===== config.mk =====
export PLATFORM = sky130hd
export DESIGN_NAME = led_bank_arbiter
export DESIGN_NICKNAME = d
export VERILOG_FILES = /design/src/rtl/led_arb_pkg.sv /design/src/rtl/led_bank_arbiter_rr_picker.sv /design/src/rtl/led_bank_arbiter.sv
export SDC_FILE = /design/constraint.sdc
export NUM_CORES = 1
export LEC_CHECK = 0
export CAP_MARGIN = 20
export CORE_AREA = 2 2 39 41
export CTS_CLUSTER_SIZE = 40
export DETAILED_ROUTE_END_ITERATION = 16
export DIE_AREA = 0 0 41 43
export GPL_TIMING_DRIVEN = 0
export PLACE_DENSITY_LB_ADDON = 0.1
export RECOVER_POWER = 100
export SLEW_MARGIN = 10
export SYNTH_ARGS = -nofsm -noshare
export SYNTH_HDL_FRONTEND = slang
export SYNTH_SLANG_ARGS = --single-unit

===== constraint.sdc =====
create_clock -name clk -period 1.3 [get_ports clk]
set_clock_uncertainty 0.05 [all_clocks]
set_input_delay 0.13 -clock clk [delete_from_list [all_inputs] [get_ports clk]]
set_output_delay 0.13 -clock clk [all_outputs]
set_load 0.01 [all_outputs]

===== src/rtl/led_arb_pkg.sv =====
// Shared types and constants for the LED bank arbiter.
package led_arb_pkg;

    typedef enum logic [1:0] {
        IDLE = 2'd0,
        OWN  = 2'd1,
        GAP  = 2'd2
    } arb_state_t;

    // Requester index width, never narrower than one bit.
    function automatic int unsigned idx_width(input int unsigned n_req);
        return (n_req > 1) ? $clog2(n_req) : 1;
    endfunction

    localparam logic [31:0] LED_OFF = '0;

endpackage


===== src/rtl/led_bank_arbiter_rr_picker.sv =====
// Combinational round-robin search: first req set at ptr+1, ptr+2, ... modulo N_REQ.
module rr_picker
    import led_arb_pkg::*;
#(
    parameter int unsigned N_REQ = 2,
    parameter int unsigned IDX_W = 1
) (
    input  logic [N_REQ-1:0] req_i,
    input  logic [IDX_W-1:0] ptr_i,
    output logic [IDX_W-1:0] winner_o,
    output logic             valid_o
);

    logic [IDX_W-1:0] cand;

    // Walk the offsets from farthest to nearest so the nearest hit wins.
    always_comb begin
        winner_o = '0;
        valid_o  = 1'b0;
        cand     = '0;
        for (int k = int'(N_REQ); k > 0; k--) begin
            cand = IDX_W'((int'(ptr_i) + k) % int'(N_REQ));
            if (req_i[cand]) begin
                winner_o = cand;
                valid_o  = 1'b1;
            end
        end
    end

endmodule


===== src/rtl/led_bank_arbiter.sv =====
// Round-robin req/grant arbiter sharing one LED bank, with a one-cycle blank gap between owners.
// Optional preemption after MAX_HOLD cycles is enabled by defining LED_ARB_TIMEOUT_EN.
module led_bank_arbiter
    import led_arb_pkg::*;
#(
    parameter int unsigned N_REQ    = 2,
    parameter int unsigned LED_W    = 3,
    parameter int unsigned MAX_HOLD = 16
) (
    input  logic                   clk,
    input  logic                   rst,
    input  logic [N_REQ-1:0]       req,
    input  logic [N_REQ*LED_W-1:0] led_in,
    output logic [N_REQ-1:0]       grant,
    output logic                   busy,
    output logic [LED_W-1:0]       led
);

    localparam int unsigned      IDX_W   = idx_width(N_REQ);
    localparam logic [IDX_W-1:0] PTR_RST = IDX_W'(N_REQ - 1);

    if (N_REQ < 2 || N_REQ > 4) begin : g_bad_n_req
        $error("led_bank_arbiter: N_REQ must be 2..4");
    end
    if (MAX_HOLD < 2) begin : g_bad_max_hold
        $error("led_bank_arbiter: MAX_HOLD must be at least 2");
    end

    arb_state_t       state_q, state_d;
    logic [N_REQ-1:0] grant_q, grant_d;
    logic [IDX_W-1:0] ptr_q, ptr_d;
    logic [LED_W-1:0] led_q, led_d;
    logic [IDX_W-1:0] pick_idx;
    logic             pick_valid;
    logic [LED_W-1:0] led_slice [N_REQ];

`ifdef LED_ARB_TIMEOUT_EN
    localparam int unsigned       HOLD_W    = $clog2(MAX_HOLD);
    localparam logic [HOLD_W-1:0] HOLD_LAST = HOLD_W'(MAX_HOLD - 1);
    logic [HOLD_W-1:0] hold_cnt_q, hold_cnt_d;
`endif

    for (genvar i = 0; i < int'(N_REQ); i++) begin : g_slice
        assign led_slice[i] = led_in[i*LED_W +: LED_W];
    end

    rr_picker #(
        .N_REQ (N_REQ),
        .IDX_W (IDX_W)
    ) u_picker (
        .req_i    (req),
        .ptr_i    (ptr_q),
        .winner_o (pick_idx),
        .valid_o  (pick_valid)
    );

    // Next-state and next-output logic; ptr_q doubles as the owner index while in OWN.
    always_comb begin
        state_d = state_q;
        grant_d = grant_q;
        ptr_d   = ptr_q;
        led_d   = (|grant_q) ? led_slice[ptr_q] : LED_W'(LED_OFF);
`ifdef LED_ARB_TIMEOUT_EN
        hold_cnt_d = hold_cnt_q;
`endif
        case (state_q)
            IDLE: begin
                if (pick_valid) begin
                    grant_d = N_REQ'(1) << pick_idx;
                    ptr_d   = pick_idx;
                    state_d = OWN;
`ifdef LED_ARB_TIMEOUT_EN
                    hold_cnt_d = '0;
`endif
                end
            end
            OWN: begin
                if (!req[ptr_q]) begin
                    grant_d = '0;
                    state_d = GAP;
                end
`ifdef LED_ARB_TIMEOUT_EN
                else if (hold_cnt_q == HOLD_LAST && |(req & ~grant_q)) begin
                    grant_d = '0;
                    state_d = GAP;
                end else if (hold_cnt_q != HOLD_LAST) begin
                    hold_cnt_d = hold_cnt_q + 1'b1;
                end
`endif
            end
            GAP:     state_d = IDLE;
            default: begin
                state_d = IDLE;
                grant_d = '0;
            end
        endcase
    end

    always_ff @(posedge clk) begin
        if (rst) begin
            state_q <= IDLE;
            grant_q <= '0;
            ptr_q   <= PTR_RST;
            led_q   <= LED_W'(LED_OFF);
`ifdef LED_ARB_TIMEOUT_EN
            hold_cnt_q <= '0;
`endif
        end else begin
            state_q <= state_d;
            grant_q <= grant_d;
            ptr_q   <= ptr_d;
            led_q   <= led_d;
`ifdef LED_ARB_TIMEOUT_EN
            hold_cnt_q <= hold_cnt_d;
`endif
        end
    end

    assign grant = grant_q;
    assign busy  = |grant_q;
    assign led   = led_q;

endmodule


==> Word-level counts from Yosys, hierarchy flattened <==
Cells that the tools add are included.
{ "word_totals": {"wordCells": 43, "rom_bits": 0, "latchBits": 0, "ff_bits": 8, "memories": 0, "ram_bits": 0, "output_inout_bits": 6} }
{ "classes": {"mul": 0, "eq_ne": 4, "n_shift": 1, "magnitude_cmp": 4, "bitwise_logic": 3, "addsub": 2, "n_reduce_logical": 6, "mux": 19, "div": 0} }
{ "op_table": {"columns": ["op", "count"], "rows": [
  ["two-way mux 1 bit", 10],
  ["two-way mux 3 bit", 3],
  ["two-way mux 2 bit", 4],
  ["< comparator 1 x 2 -> 1 bit (second input constant)", 3],
  ["one-hot mux 2 bit (3 select lines)", 1],
  ["!= test 2 bit (second input constant)", 2],
  ["one-hot mux 2 bit (2 select lines)", 1],
  ["AND reduction 2 bit", 2],
  ["OR reduction 2 bit", 2],
  ["AND reduction 3 bit", 1],
  ["adder 1 bit (second input constant)", 2],
  ["== test 2 x 1 -> 1 bit (second input constant)", 1],
  ["== test 2 bit (second input constant)", 1],
  ["greater-or-equal comparator 2 bit (second input constant)", 1],
  ["zero test 2 bit", 1],
  ["inverter 1 bit", 2],
  ["inverter 1 -> 2 bit", 1],
  ["left shift 1 x 1 -> 2 bit (first input constant)", 1]
]} }

==> Logic depth before layout (Yosys ltp) <==
{ "depth": {"ltp_word": 8, "depth_mapped": 5, "depth_no_buf": 4} }

==> Modules after synthesis <==
Synthesis repeated with hierarchy kept, for this count alone.
{ "hier_totals": {"hier_cells": 39, "area_unflattened_um2": 354.1} }
{ "modules_own_cells": {"columns": ["module", "cells_each", "seq_area_each_um2", "instances", "area_each_um2"], "rows": [
  ["led_bank_arbiter", 37, 160.2, 1, 340.3],
  ["rr_picker", 2, 0.0, 1, 13.8]
]} }

==> Worst setup path before layout <==
OpenSTA, ideal clock, no wires.
{ "synth_timing": {"path_type": "register to register", "from": "register state_q[0]", "to": "register grant_q[0], in the netlist grant[0]", "slack_ns": 0.268, "n_path_buf": 0, "synth_period_minus_slack_ns": 1.032, "t_arrival_ns": 0.863, "stages_incl_launch_ff": 5, "cell_sequence": "dfxtp_1 nor2_2 nand2_2 o21ai_1 a211o_1"} }
{ "synth_between": {"elab_chain_cells": 3, "word_cells_on_any_way": 8} }
{ "synth_lines": {"columns": ["element", "line", "source"], "rows": [
  ["start, declared", "led_bank_arbiter.sv:29", "arb_state_t state_q, state_d;"],
  ["start signal, assigned", "led_bank_arbiter.sv:109", "state_q <= state_d;"],
  ["== test 2 x 1 -> 1 bit, or another cell as far along", "led_bank_arbiter.sv:66", "case (state_q)"],
  ["!= test 2 bit (no line) or inverter 1 bit (tied branches)", null, null],
  ["AND reduction 3 bit (no line)", null, null],
  ["end signal, assigned", "led_bank_arbiter.sv:110", "grant_q <= grant_d;"],
  ["end, declared", "led_bank_arbiter.sv:30", "logic [N_REQ-1:0] grant_q, grant_d;"]
]} }
Parallel ways exist; a longest one is shown, timed or not.
A chain may end at the register's enable or synchronous reset.

==> Final worst setup path <==
{ "layout_timing": {"from": "register led_q[1], in the netlist led[1]", "to": "output led[1]"} }
{ "layout_lines": {"columns": ["element", "line", "source"], "rows": [
  ["start, declared", "led_bank_arbiter.sv:32", "logic [LED_W-1:0] led_q, led_d;"],
  ["start signal, assigned", "led_bank_arbiter.sv:104", "led_q <= LED_W'(LED_OFF);"],
  ["start signal, assigned", "led_bank_arbiter.sv:112", "led_q <= led_d;"],
  ["end, declared", "led_bank_arbiter.sv:16", "output logic [LED_W-1:0] led"]
]} }
No word-level cell between the ends.

==> results <==
## area by class of cell
class / instances / area, sq um / area share, %
buffer: 1 / 11.3 / 2.02
multi-input combinational: 31 / 195 / 35.0
clock buffer: 3 / 22.5 / 4.04
timing repair buffer: 15 / 148 / 26.5
sequential: 8 / 161 / 28.9
tap: 16 / 20.0 / 3.59
## power by group through the flow
stage	clock network [W]	logic (W)	registers, W
floorplan	0	0.0000735	0.000293
global placement	0	0.000162	0.000289
detailed placement	0	0.000161	0.000288
CTS	0.000200	0.000153	0.000284
global route	0.000216	0.000163	0.000287
finish	0.000193	0.000149	0.000283
## timing repair
action,CTS,global route
endpoints found under the setup margin,3,3
gates resized for setup,4,3
hold endpoints to repair,0,0
pin swaps,0,0
## cells by family after synthesis
kind of cell	share of synthesized area, %
flip-flops	43.4
AO/OA/AOI/OAI	15.9
AND/OR/NAND/NOR	26.8
multiplexers	10.8
buffers and inverters	3.05
## registers in the layout, indices dropped and copies added, names as in the netlist
name,flops
state_q,2
ptr_q,1
grant,2
led,3
## synth_stat cells
| master | n | share of area, % |
|---|---|---|
| o21ai_1 | 2 | 2.7 |
| and3_1 | 1 | 1.7 |
| nand2b_1 | 1 | 1.7 |
| a21o_2 | 1 | 2.4 |
| buf_6 | 1 | 3.1 |
| nand3_1 | 1 | 1.4 |
| dfxtp_1 | 8 | 43 |
| nand2_2 | 1 | 1.7 |
| mux2i_1 | 4 | 11 |
| a211o_1 | 2 | 4.7 |
| a21boi_1 | 1 | 2.0 |
| nor2b_1 | 1 | 1.7 |
| or2_1 | 1 | 1.7 |
| nor4b_1 | 1 | 2.4 |
| nor2_1 | 5 | 5.1 |
| nor2_2 | 2 | 3.4 |
| a21oi_1 | 2 | 2.7 |
| o21ai_0 | 1 | 1.4 |
| nand2_1 | 2 | 2.0 |
| nand4_1 | 1 | 1.7 |
| nand4b_1 | 1 | 2.4 |
## metal layers
layer | part of all wire (%) | track usage, % | vias up
li1 | - | - | 183
met1 | 50 | 16.5 | 161
met2 | 42 | 12.8 | 12
met3 | 6.5 | 6.28 | 2
met4 | 1.4 | 6.00 | 0
met5 | 0 | 0 | -
## worst paths after layout
check / start / end / slack (ns) / cells past startpoint
max: led[1]$_SDFF_PP0_ / led[1] / 0.04 / 1
min: grant[1]$_SDFFE_PP0P_ / grant[1]$_SDFFE_PP0P_ / 0.43 / 2
max reg2reg: state_q[0]$_SDFFE_PP0P_ / grant[0]$_SDFFE_PP0P_ / 0.11 / 4
min reg2reg: grant[1]$_SDFFE_PP0P_ / grant[1]$_SDFFE_PP0P_ / 0.43 / 2
## metrics by stage
| stage | worst slack (ns) | util (%) | TNS, ns | power, W | std cells |
|---|---|---|---|---|---|
| 2_1_floorplan | 0.268 | - | 0 | 0.000366 | 40 |
| 3_3_place_gp | -0.159 | 39.0 | -0.185 | 0.000451 | 71 |
| 3_5_place_dp | -0.134 | 39.0 | -0.143 | 0.000449 | 71 |
| 4_1_cts | 0.0143 | 40.4 | 0 | 0.000636 | 74 |
| 5_1_grt | 0.00485 | 40.3 | 0 | 0.000666 | 74 |
| 6_report | 0.0428 | 40.3 | 0 | 0.000625 | 74 |
==> impl_metrics.env <==
export IMPL_status="finished, final reports clean"
export IMPL_powerDensity_nw_per_um2=1120
export IMPL_rsz0062_at_grt="no"
export IMPL_vias=358
export IMPL_peakVddDrop_mv=0.644
export IMPL_hold_viol=0
export IMPL_cts_buffers=3
export IMPL_clock_sinks=8
export IMPL_routed_wl_microns=784
export IMPL_path_clk_slew_ns=0.06
export IMPL_wl_per_cell_microns=10.6
export IMPL_via_per_inst=4.84
export IMPL_diodes=0
export IMPL_syn_nets=50
export IMPL_slew_viol_final=0
export IMPL_worstPathMaxFanout=1
export IMPL_synth_warnings=0
export IMPL_die_h_microns=43
export IMPL_design_area_sq_um=558
export IMPL_p_int_w=0.000458
export IMPL_path_buf_inv=1
export IMPL_worst_ep_arrival_time_ns=1.08
export IMPL_portBuffers=15
export IMPL_cts_hold_buf=0
export IMPL_p_leak_nw=0.243
export IMPL_path_delay_family="buffers and inverters"
export IMPL_clockRootBuffer="clkbuf_4"
export IMPL_slowest_delay_ns=0.53
export IMPL_cts_setup_buffers=0
export IMPL_critical_path_class="flop to output pin"
export IMPL_dp_hpwl_microns=599
export IMPL_rows=14
export IMPL_relSlewSlack_pct=81.8
export IMPL_hold_path_class="flop to flop"
export IMPL_max_cap_violations=0
export IMPL_grt_pass1_wl_mm=1.32
export IMPL_grt_pass1_vias=296
export IMPL_syn2layout_area_growth_pct=51.2
export IMPL_fmax_mhz=795
export IMPL_drive_gt1_share_pct=13.8
export IMPL_cp_cell_sequence="clkdlybuf4s50_1"
export IMPL_antenna_found_initial=0
export IMPL_dieArea_sq_um=1760
export IMPL_fin_crit_sh_pct=96.7
export IMPL_combPwrFrac_pct=23.9
export IMPL_dpl_cell_area_sq_um=539
export IMPL_drt_iter0_drc=8
export IMPL_setup_viol=0
export IMPL_crit_required_ns=1.12
export IMPL_ant_nets=0
export IMPL_syn_avg_cell_area_sq_um=9.23
export IMPL_start_util_pct=26.7
export IMPL_tightest_slew_ns=0.269
export IMPL_p_switching_w=0.000167
export IMPL_final_cell_mix="clkdlybuf4s50_1 (10), dfxtp_1 (7), nor2_1 (6)"
export IMPL_grt_ovfl_total=0
export IMPL_pwr_share_clk_pct=30.9
export IMPL_place_gp_congestion=0.826
export IMPL_p_sw_share_pct=26.7
export IMPL_clockBufferDepth=2
export IMPL_synthesis_area_sq_um=369
export IMPL_drc_errors=0
export IMPL_critPathSlowestCell="clkdlybuf4s50_1"
export IMPL_hold_ws_ns=0.428
export IMPL_grt_max_degree=10
export IMPL_syn_inst=40
export IMPL_worst_setup_path_end_kind="output pin"
export IMPL_cts_max_level=1
export IMPL_layout_min_cycle_time_ns=1.26
export IMPL_die_w_microns=41
export IMPL_dr_pass1_iters=4
export IMPL_coreArea_sq_um=1380
export IMPL_clk_latency_ns=0.25
export IMPL_seq_power_share_pct=45.2
export IMPL_synth_seq_cells=8
export IMPL_grt_util_all_layers_pct=11.4
export IMPL_cts_tree="yes"
export IMPL_layout_commonest_cell="clkdlybuf4s50_1"
export IMPL_cp_start_kind="flop"
export IMPL_yosys_cell_types_count=21
export IMPL_nNetsFinal=70
export IMPL_boundaryPins=16
export IMPL_fill_cells=152
export IMPL_ys_seq_area_share_pct=43.4
Note: power is estimated with default switching activity, not from simulation.
